**src/rtl/core_pkg.sv**
```systemverilog
// Shared core definitions: fetch FSM states, fault cause codes and the text
// region defaults that the PC register also uses for its reset value.
package core_pkg;

  localparam logic [31:0] TEXT_BASE_DEF = 32'h0040_0000;
  localparam logic [31:0] TEXT_SIZE_DEF = 32'h0000_1000;

  typedef enum logic [2:0] {
    ST_IDLE  = 3'd0,
    ST_REQ   = 3'd1,
    ST_WAIT  = 3'd2,
    ST_VALID = 3'd3,
    ST_FAULT = 3'd4
  } fetch_state_t;

  localparam logic [1:0] FAULT_NONE     = 2'b00;
  localparam logic [1:0] FAULT_MISALIGN = 2'b01;
  localparam logic [1:0] FAULT_TIMEOUT  = 2'b10;
  localparam logic [1:0] FAULT_RANGE    = 2'b11;

endpackage

```
**src/rtl/fetch_addr_check.sv**
```systemverilog
// Combinational legality check of a fetch address: word alignment first,
// then membership in the text region [TEXT_BASE, TEXT_BASE+TEXT_SIZE).
module fetch_addr_check
  import core_pkg::*;
#(
  parameter int unsigned    N         = 32,
  parameter logic [N-1:0]   TEXT_BASE = N'(TEXT_BASE_DEF),
  parameter logic [N-1:0]   TEXT_SIZE = N'(TEXT_SIZE_DEF)
) (
  input  logic [N-1:0] i_addr,
  output logic         o_ok,
  output logic [1:0]   o_cause
);

  logic [N-1:0] w_offset;
  logic         w_in_range;

  // Offset form avoids overflow when the region ends at the top of memory.
  assign w_offset   = i_addr - TEXT_BASE;
  assign w_in_range = (i_addr >= TEXT_BASE) && (w_offset < TEXT_SIZE);

  always_comb begin
    o_ok    = 1'b1;
    o_cause = FAULT_NONE;
    if (i_addr[1:0] != 2'b00) begin
      o_ok    = 1'b0;
      o_cause = FAULT_MISALIGN;
    end else if (!w_in_range) begin
      o_ok    = 1'b0;
      o_cause = FAULT_RANGE;
    end
  end

endmodule

```
**src/rtl/imem_fetch_ctrl.sv**
```systemverilog
// Instruction-fetch controller: issues one memory request per PC, holds the
// PC register stalled until decode takes the instruction, flags sticky faults.
module imem_fetch_ctrl
  import core_pkg::*;
#(
  parameter int unsigned    N         = 32,
  parameter logic [N-1:0]   TEXT_BASE = N'(TEXT_BASE_DEF),
  parameter logic [N-1:0]   TEXT_SIZE = N'(TEXT_SIZE_DEF),
  parameter int unsigned    TIMEOUT   = 16
) (
  input  logic         clk,
  input  logic         reset,
  input  logic [N-1:0] pc_value,
  input  logic         redirect,
  output logic         mem_req_valid,
  input  logic         mem_req_ready,
  output logic [N-1:0] mem_req_addr,
  input  logic         mem_rsp_valid,
  input  logic [N-1:0] mem_rsp_data,
  output logic [N-1:0] instr_out,
  output logic         instr_valid,
  input  logic         decode_ready,
  output logic         stall,
  output logic         fault,
  output logic [1:0]   fault_cause
);

  localparam int unsigned      CNT_W    = $clog2(TIMEOUT + 1);
  localparam logic [CNT_W-1:0] CNT_MAX  = CNT_W'(TIMEOUT);
  localparam logic [CNT_W-1:0] CNT_LAST = CNT_W'(TIMEOUT - 1);

  fetch_state_t     r_state, w_state_nxt;
  logic [CNT_W-1:0] r_cnt, w_cnt_nxt;
  logic             r_drop, w_drop_nxt;
  logic [N-1:0]     r_instr, w_instr_nxt;
  logic             r_fault, w_fault_nxt;
  logic [1:0]       r_cause, w_cause_nxt;
  logic             w_addr_ok;
  logic [1:0]       w_addr_cause;

  fetch_addr_check #(
    .N         (N),
    .TEXT_BASE (TEXT_BASE),
    .TEXT_SIZE (TEXT_SIZE)
  ) u_addr_check (
    .i_addr  (pc_value),
    .o_ok    (w_addr_ok),
    .o_cause (w_addr_cause)
  );

  always_ff @(posedge clk or negedge reset) begin
    if (!reset) begin
      r_state <= ST_IDLE;
      r_cnt   <= '0;
      r_drop  <= 1'b0;
      r_instr <= '0;
      r_fault <= 1'b0;
      r_cause <= FAULT_NONE;
    end else begin
      r_state <= w_state_nxt;
      r_cnt   <= w_cnt_nxt;
      r_drop  <= w_drop_nxt;
      r_instr <= w_instr_nxt;
      r_fault <= w_fault_nxt;
      r_cause <= w_cause_nxt;
    end
  end

  always_comb begin
    w_state_nxt   = r_state;
    w_cnt_nxt     = r_cnt;
    w_drop_nxt    = r_drop;
    w_instr_nxt   = r_instr;
    w_fault_nxt   = r_fault;
    w_cause_nxt   = r_cause;
    mem_req_valid = 1'b0;
    mem_req_addr  = '0;
    instr_valid   = 1'b0;
    stall         = 1'b1;

    case (r_state)
      ST_IDLE: w_state_nxt = ST_REQ;

      // Address is checked before any request leaves; a bad PC never reaches memory.
      ST_REQ: begin
        mem_req_addr = pc_value;
        if (!w_addr_ok) begin
          w_state_nxt = ST_FAULT;
          w_fault_nxt = 1'b1;
          w_cause_nxt = w_addr_cause;
        end else begin
          mem_req_valid = 1'b1;
          if (mem_req_ready) begin
            w_state_nxt = ST_WAIT;
            w_cnt_nxt   = '0;
            w_drop_nxt  = 1'b0;
          end
        end
      end

      // A redirect marks the outstanding response stale; it is consumed and refetched.
      ST_WAIT: begin
        w_cnt_nxt = (r_cnt == CNT_MAX) ? r_cnt : r_cnt + CNT_W'(1);
        if (mem_rsp_valid) begin
          if (r_drop || redirect) begin
            w_drop_nxt  = 1'b0;
            w_state_nxt = ST_REQ;
          end else begin
            w_instr_nxt = mem_rsp_data;
            w_state_nxt = ST_VALID;
          end
        end else begin
          if (redirect) w_drop_nxt = 1'b1;
          if (r_cnt == CNT_LAST) begin
            w_state_nxt = ST_FAULT;
            w_fault_nxt = 1'b1;
            w_cause_nxt = FAULT_TIMEOUT;
          end
        end
      end

      ST_VALID: begin
        instr_valid = 1'b1;
        if (redirect) begin
          w_state_nxt = ST_REQ;
        end else if (decode_ready) begin
          stall       = 1'b0;
          w_state_nxt = ST_REQ;
        end
      end

      ST_FAULT: w_state_nxt = ST_FAULT;

      default: w_state_nxt = ST_IDLE;
    endcase
  end

  assign instr_out   = r_instr;
  assign fault       = r_fault;
  assign fault_cause = r_cause;

endmodule

```
**config.mk**
```make
export PLATFORM = sky130hd
export DESIGN_NAME = imem_fetch_ctrl
export DESIGN_NICKNAME = d
export VERILOG_FILES = /design/src/rtl/core_pkg.sv /design/src/rtl/fetch_addr_check.sv /design/src/rtl/imem_fetch_ctrl.sv
export SDC_FILE = /design/constraint.sdc
export NUM_CORES = 1
export LEC_CHECK = 0
export CAP_MARGIN = 20
export CELL_PAD_IN_SITES_DETAIL_PLACEMENT = 0
export CELL_PAD_IN_SITES_GLOBAL_PLACEMENT = 2
export CORE_MARGIN = 1.5
export CORE_UTILIZATION = 22
export DETAILED_ROUTE_END_ITERATION = 10
export GPL_TIMING_DRIVEN = 0
export PLACE_DENSITY = 0.81
export RECOVER_POWER = 25
export SETUP_SLACK_MARGIN = 0.5
export SLEW_MARGIN = 10
export SYNTH_ARGS = -nofsm -noshare
export SYNTH_HDL_FRONTEND = slang
export SYNTH_SLANG_ARGS = --single-unit
```
**constraint.sdc**
```tcl
create_clock -name clk -period 2.4 [get_ports clk]
set_input_delay 0.72 -clock clk [delete_from_list [all_inputs] [get_ports clk]]
set_output_delay 0.72 -clock clk [all_outputs]
set_load 0.01 [all_outputs]
```
==> metrics.md, run 1 <==
| Metric | Value |
|---|---|
| Crit path cell chain | `buf_6 > nor4_4 > nand3_2 > nor3_4 > buf_2` |
| Vias/cell | `4.29` |
| Worst path bufs/invs | `2` |
| #FFs+latches synth | `44` |
| DIE HEIGHT | `105 um` |
| Diodes inserted | `0` |
| Fin Hold WS | `0.481 ns` |
| Total die area | `11100 um2` |
| Global-route wire length before repair | `11300 um` |
| Post-synthesis sequential area ratio | `47.7%` |
| DP Cell Count | `464` |
| Unrepaired setup endpoints after global routing | `yes` |
| Clk buf depth | `2` |
| Layout area overhead | `92.8%` |
| Port bufs | `139` |
| Xor/xnor cell area share of the yosys netlist | `0.759%` |
| Ys flop type | `dfrtp_1` |
| Most common cell in the synthesized netlist | `dfrtp_1` |
| CP Max Fanout | `2` |
| Rows | `37` |
| Synthesized cell area | `2310 um2` |
| Share of post-route cells with drive strength above 1 | `47.8%` |
| Period utilization | `98.9%` |
| Adder-cell share of the synthesized area | `1.63%` |
| Largest family of logic cells by synthesized area | `simple AND/OR/NAND/NOR gates` |
| Dpl cell area | `3980 um2` |
| Worst EP required | `1.68 ns` |
| Critical Path End Type | `primary output` |
| Clock sinks | `44` |
| Yosys Warn Count | `0` |
| Cell family with most CP delay | `simple AND/OR/NAND/NOR gates` |
| Core area | `10200 um2` |
| CP peak stage delay | `0.29 ns` |
| Max cap viols | `0` |
| Min Tclk post-route | `2.37 ns` |
| Slew @ Worst Pin | `1.23 ns` |
| VDD IR max | `324 uV` |
| CTS Buf Count | `5` |
| Mux share of post-synthesis cell area | `20.3%` |
| R2r startpoint | `r_state[2]` |
| Final setup viols | `0` |
| TritonCTS clock tree | `yes` |
| Via count | `2137` |
| Synthesized instance count | `188` |
| H-Tree Level Count | `2` |
| P per Cell Area | `606 nW/um2` |
| Final Hold Viols | `0` |
| First-pass DRT Iterations | `4` |
| Leading cell types by count after synthesis | `dfrtp_1, and2_1, mux2_4` |
| Drt wl/cell | `14.2 um` |
| Startpoint Class | `input port` |
| Final std cells w/o fill | `498` |
| Clk_lat worst skew | `0.30 ns` |
| Synth async-reset ratio | `100%` |
| Compound-Gate Fraction of Synth Area | `6.02%` |
| Iteration-0 DRC count of the detailed router | `61` |
| Initial Utilization | `22.6%` |
| Top cells by area, synth | `dfrtp_1, mux2_4, and2_1` |
| WS Path Type | `in2out` |
| Final TNS setup | `0 ns` |
| Min-delay src | `fault_cause[0]` |
| Leading area contributor after synthesis | `dfrtp_1` |
| Slowest-stage cell, CP | `nor4_4` |
| Post-route ant nets | `0` |
| Slew HR | `18.2%` |
| DR DRC count | `0` |
| Largest net degree at the start of global routing | `24` |
| Total Power | `2.70 mW` |
| Status | `finished, final reports clean` |
| Tot GR Track Use | `12.7%` |
| Max Fclk | `421 MHz` |
| Post-DP HPWL | `5080 um` |
| Arr. time, crit path | `1.65 ns` |
| Mean Syn Cell Area | `12.3 um2` |
| Layout Nets | `434` |
| Post-Layout Inst Area | `4450 um2` |
| Number of flops mapped to enable cells by yosys | `0` |
| Worst-path clk slew | `0.08 ns` |
| HP Class | `reg2reg` |
| Hold Buf Count CTS | `0` |
| Post-synth net total | `261` |
| DIE WIDTH | `105 um` |
| Synth unique cells | `38` |
| Simple-gate area share of the yosys netlist | `20.7%` |
| I/O pin cnt | `140` |
| CP Launch Point | `pc_value[29]` |
| Slew Limit Fails | `0` |
| Final Skew | `0.00551 ns` |
| CTS root buffer | `clkbuf_8` |
| P_leak | `2.26 nW` |
| DRT Wirelength | `7070 um` |
| Vias in the first global route | `2333` |
| GP Congestion | `0.687` |
| Initial antenna violation count | `0` |
| Top cell type's share of synthesized area | `47.7%` |
| GRT overflow | `0` |
cell usage in the layout, fill, tap and decap left out, drive strengths merged, types with 2 or more instances in the layout:
cell and n:
a21o 2, a21oi 6, a31oi 2, and2 33, buf 75, clkbuf 13, clkdlybuf4s15 5, clkdlybuf4s50 44
dfrtp 44, dlygate4sd2 42, ha 3, inv 4, mux2 32, nand2 8, nand2b 3, nand3 3
nand3b 2, nor2 6, nor3 4, nor3b 2, nor4 6, o211ai 2, o21ai 5, or3b 2
layer usage:
metal | GRT usage [%] | vias up | routed length, um
met5 | 0 | - | 0
met4 | 3.52 | 0 | 78
met3 | 4.39 | 6 | 756
met2 | 21.2 | 117 | 3360
met1 | 15.6 | 1009 | 2870
li1 | - | 1005 | -
report_power, final:
group	switching (mW)	total (mW)	leakage, nW	internal (mW)
Combinational	0.493	1.34	1.64	0.846
Sequential	0.0256	0.794	0.566	0.768
Clock	0.254	0.563	0.0552	0.309
Total	0.772	2.70	2.26	1.92
logic make-up (layout without fill, tap and decap cells):
family                   Yosys count  count (layout)
AND/OR/NAND/NOR                   74              74
flip-flops                        44              44
multiplexers                      32              32
AO/OA/AOI/OAI                     22              22
buffers and inverters             11             185
adder cells (fa/ha/maj)            3               3
XOR/XNOR                           2               2
state kept, by name (all words and copies together), names as in the netlist:
signal and flops:
instr_out 32, r_cnt 5, r_state 3, fault 1
fault_cause 2, r_drop 1
layout make-up:
| class | count | area, um2 |
|---|---|---|
| clock buffers | 6 | 72.6 |
| plain buffers | 7 | 97.6 |
| inverters | 4 | 15.0 |
| repair buffers | 166 | 1610 |
| fillers | 989 | 5780 |
| multi-input cells | 133 | 1350 |
| clock inverters | 2 | 35.0 |
| flip-flops and latches | 44 | 1100 |
| well taps | 136 | 170 |
stage by stage:
step | setup WS, ns | utilization, %
2_1_floorplan | 0.277 | -
3_3_place_gp | -1.01 | 38.7
3_5_place_dp | -1.01 | 38.9
4_1_cts | 0.0259 | 40.0
5_1_grt | -0.0540 | 43.5
6_report | 0.0255 | 43.5
final timing paths:
path	end	slack, ns	depth (start not counted)
setup / recovery	mem_req_valid	0.03	5
hold / removal	fault_cause[0]	0.48	2
setup reg to reg	instr_out[19]	0.56	7
hold reg to reg	fault_cause[0]	0.48	2
max in group asynchronous	r_state[1]	0.53	2
min in group asynchronous	instr_out[13]	0.65	1
worst register-to-register path, stage by stage (launching register included):
cell and delay, ns:
dfrtp_2 0.44, buf_6 0.12, buf_6 0.11, buf_4 0.15, nor3b_4 0.25, nand3_4 0.16
buf_6 0.20, mux2_4 0.31
timing repair:
item | in CTS | in global routing
pin swaps | 15 | 26
gates cloned | 1 | 2
resized for setup | 272 | 76
buffers inserted | 16 | 7
setup endpoints to repair | 81 | 68
Power figures use the tool's default switching activity.
==> inputs of run 2 (changes only) <==
- HOLD_SLACK_MARGIN: default -> 0.08
- RECOVER_POWER: 25 -> default
==> run 2 against run 1 <==
Compared with the run above:
- wire length about the same
- largest power group unchanged
- final cell count is the same
- clock power is essentially flat
- via count about the same
- sequential power about the same
==> metrics.md, run 2 (synthesis gave the netlist of run 1 again) <==
| Metric | Value |
|---|---|
| Worst-path clk slew | `0.08 ns (about the same)` |
| Share of post-route cells with drive strength above 1 | `48.1% (+0.28 points)` |
| GRT overflow | `0 (unchanged)` |
| Status | `finished, final reports clean` |
| Diodes inserted | `0 (unchanged)` |
| Initial Utilization | `22.6% (unchanged)` |
| Hold Buf Count CTS | `0 (unchanged)` |
| Clk buf depth | `2 (unchanged)` |
| H-Tree Level Count | `2 (unchanged)` |
| Slew Limit Fails | `0 (unchanged)` |
| Rows | `37 (unchanged)` |
| Port bufs | `139 (unchanged)` |
| Commonest non-fill, non-tap cell in the layout | `clkdlybuf4s50_1` |
| Drt wl/cell | `14.2 um (about the same)` |
| Commonest non-fill, non-tap cells in the layout | `clkdlybuf4s50_1, buf_6, dfrtp_1, dlygate4sd2_1, and2_4` |
| Core area | `10200 um2 (unchanged)` |
| Final WS setup | `0.0255 ns (unchanged)` |
| Largest net degree at the start of global routing | `24 (unchanged)` |
| Max cap viols | `0 (unchanged)` |
| CTS root buffer | `clkbuf_8` |
| Post-route ant nets | `0 (unchanged)` |
| P per Cell Area | `604 nW/um2 (-0.33%)` |
| Post-DP HPWL | `5080 um (unchanged)` |
| Total die area | `11100 um2 (unchanged)` |
| Worst EP required | `1.68 ns (about the same)` |
| Min Tclk post-route | `2.37 ns (unchanged)` |
| Place WS | `-1.01 ns (unchanged)` |
| Critical Path End Type | `primary output` |
| DR DRC count | `0 (unchanged)` |
| Slew HR | `62.2% (+44 points)` |
| Unrepaired setup endpoints after global routing | `yes` |
| CP peak stage delay | `0.29 ns (about the same)` |
| Initial antenna violation count | `0 (unchanged)` |
| I/O pin cnt | `140 (unchanged)` |
| Arr. time, crit path | `1.65 ns (about the same)` |
| Post-Layout Inst Area | `4480 um2 (+0.53%)` |
| Final Hold Viols | `0 (unchanged)` |
| VDD IR max | `324 uV (unchanged)` |
| Layout area overhead | `93.9%` |
| HP Class | `in2async` |
| GP Congestion | `0.687 (unchanged)` |
| TritonCTS clock tree | `yes` |
| Final Skew | `0.00551 ns (-0.00000372 ns)` |
| Crit path cell chain | `buf_6 > nor4_4 > nand3_2 > nor3_4 > buf_2` |
| Startpoint Class | `input port` |
| Dpl cell area | `3980 um2 (unchanged)` |
| Clock sinks | `44 (unchanged)` |
| WS Path Type | `in2out` |
| Worst path bufs/invs | `2 (unchanged)` |
| Max FFs per register | `32 (unchanged)` |
| DIE WIDTH | `105 um (unchanged)` |
| Vias in the first global route | `2333 (unchanged)` |
| Period utilization | `98.9% (unchanged)` |
| P_leak | `2.27 nW (+0.50%)` |
| Layout Nets | `434 (unchanged)` |
| Slowest-stage cell, CP | `nor4_4` |
| Final setup viols | `0 (unchanged)` |
| Vias/cell | `4.29 (about the same)` |
| DIE HEIGHT | `105 um (unchanged)` |
| Global-route wire length before repair | `11300 um (unchanged)` |
| DRT Wirelength | `7060 um (about the same)` |
| Tot GR Track Use | `12.7% (unchanged)` |
| Cell family with most CP delay | `simple AND/OR/NAND/NOR gates` |
| CP Max Fanout | `2 (unchanged)` |
| CTS Buf Count | `5 (unchanged)` |
| Clk_lat worst skew | `0.30 ns (about the same)` |
| Slew @ Worst Pin | `0.567 ns (-0.661 ns)` |
| Iteration-0 DRC count of the detailed router | `63 (+3.3%)` |
| First-pass DRT Iterations | `4 (unchanged)` |
| Via count | `2138 (+0.047%)` |
| Max Fclk | `421 MHz (unchanged)` |
-- run 2: cell types whose count changed in the layout (fill, tap and decap cells not counted), sizes merged --
cell	change
buf	+2
clkbuf	-2
-- run 2: routing by layer --
metal	share of wire, %	wire (um)	GRT usage (%)	vias to the layer above
li1	-	-	-	1006
met5	0	0	0	-
met3	11	755	4.39	6
met2	47	3350	21.2	117
met4	1.1	78	3.52	0
met1	41	2870	15.6	1009
-- run 2: final timing paths --
check	start	end	slack, ns	depth (start not counted)
min reg2reg	fault_cause[0]	fault_cause[0]	0.48	2
min in group clk	fault_cause[0]	fault_cause[0]	0.48	2
max reg2reg	r_state[2]	instr_out[19]	0.56	7
max	pc_value[29]	mem_req_valid	0.03	5
max in group asynchronous	reset	r_state[1]	1.48	2
min	reset	instr_out[13]	0.41	1
-- run 2: timing repair --
action | in CTS | in global routing
setup endpoints to repair | 81 | 68
cloned | 1 | 2
setup buffers | 16 | 7
pin swaps | 15 | 26
resized for setup | 272 | 76
-- run 2: cell type report --
cell class              instances  area (um2)
multi-input cells             133        1350
well taps                     136         170
inverters                       4        15.0
plain buffers                   7        97.6
clock buffers                   6        72.6
fillers                       985        5760
clock inverters                 2        35.0
repair buffers                166        1630
flip-flops and latches         44        1100
-- run 2: through the flow --
step | setup TNS [ns] | utilization [%] | total power, mW | hold WS [ns] | cells
floorplan | 0 | - | 1.14 | 0.424 | 188
global placement | -37.74 | 38.7 | 1.64 | 0.475 | 463
detailed placement | -8.56 | 38.9 | 1.64 | 0.478 | 464
CTS | 0 | 40.0 | 2.32 | 0.412 | 489
global route | -0.0550 | 43.7 | 2.86 | 0.432 | 498
finish | 0 | 43.7 | 2.70 | 0.406 | 498
-- run 2: power by group --
group / internal, mW / total, mW / leakage (nW) / switching, mW
Clock: 0.309 / 0.563 / 0.0552 / 0.254
Combinational: 0.851 / 1.34 / 1.65 / 0.494
Sequential: 0.768 / 0.794 / 0.566 / 0.0256
-- run 2: worst register-to-register path, cell delays in order (launching register included) --
cell     delay [ns]
dfrtp_2        0.44
buf_6          0.12
buf_6          0.11
buf_4          0.15
nor3b_4        0.25
nand3_4        0.16
buf_6          0.20
mux2_4         0.31
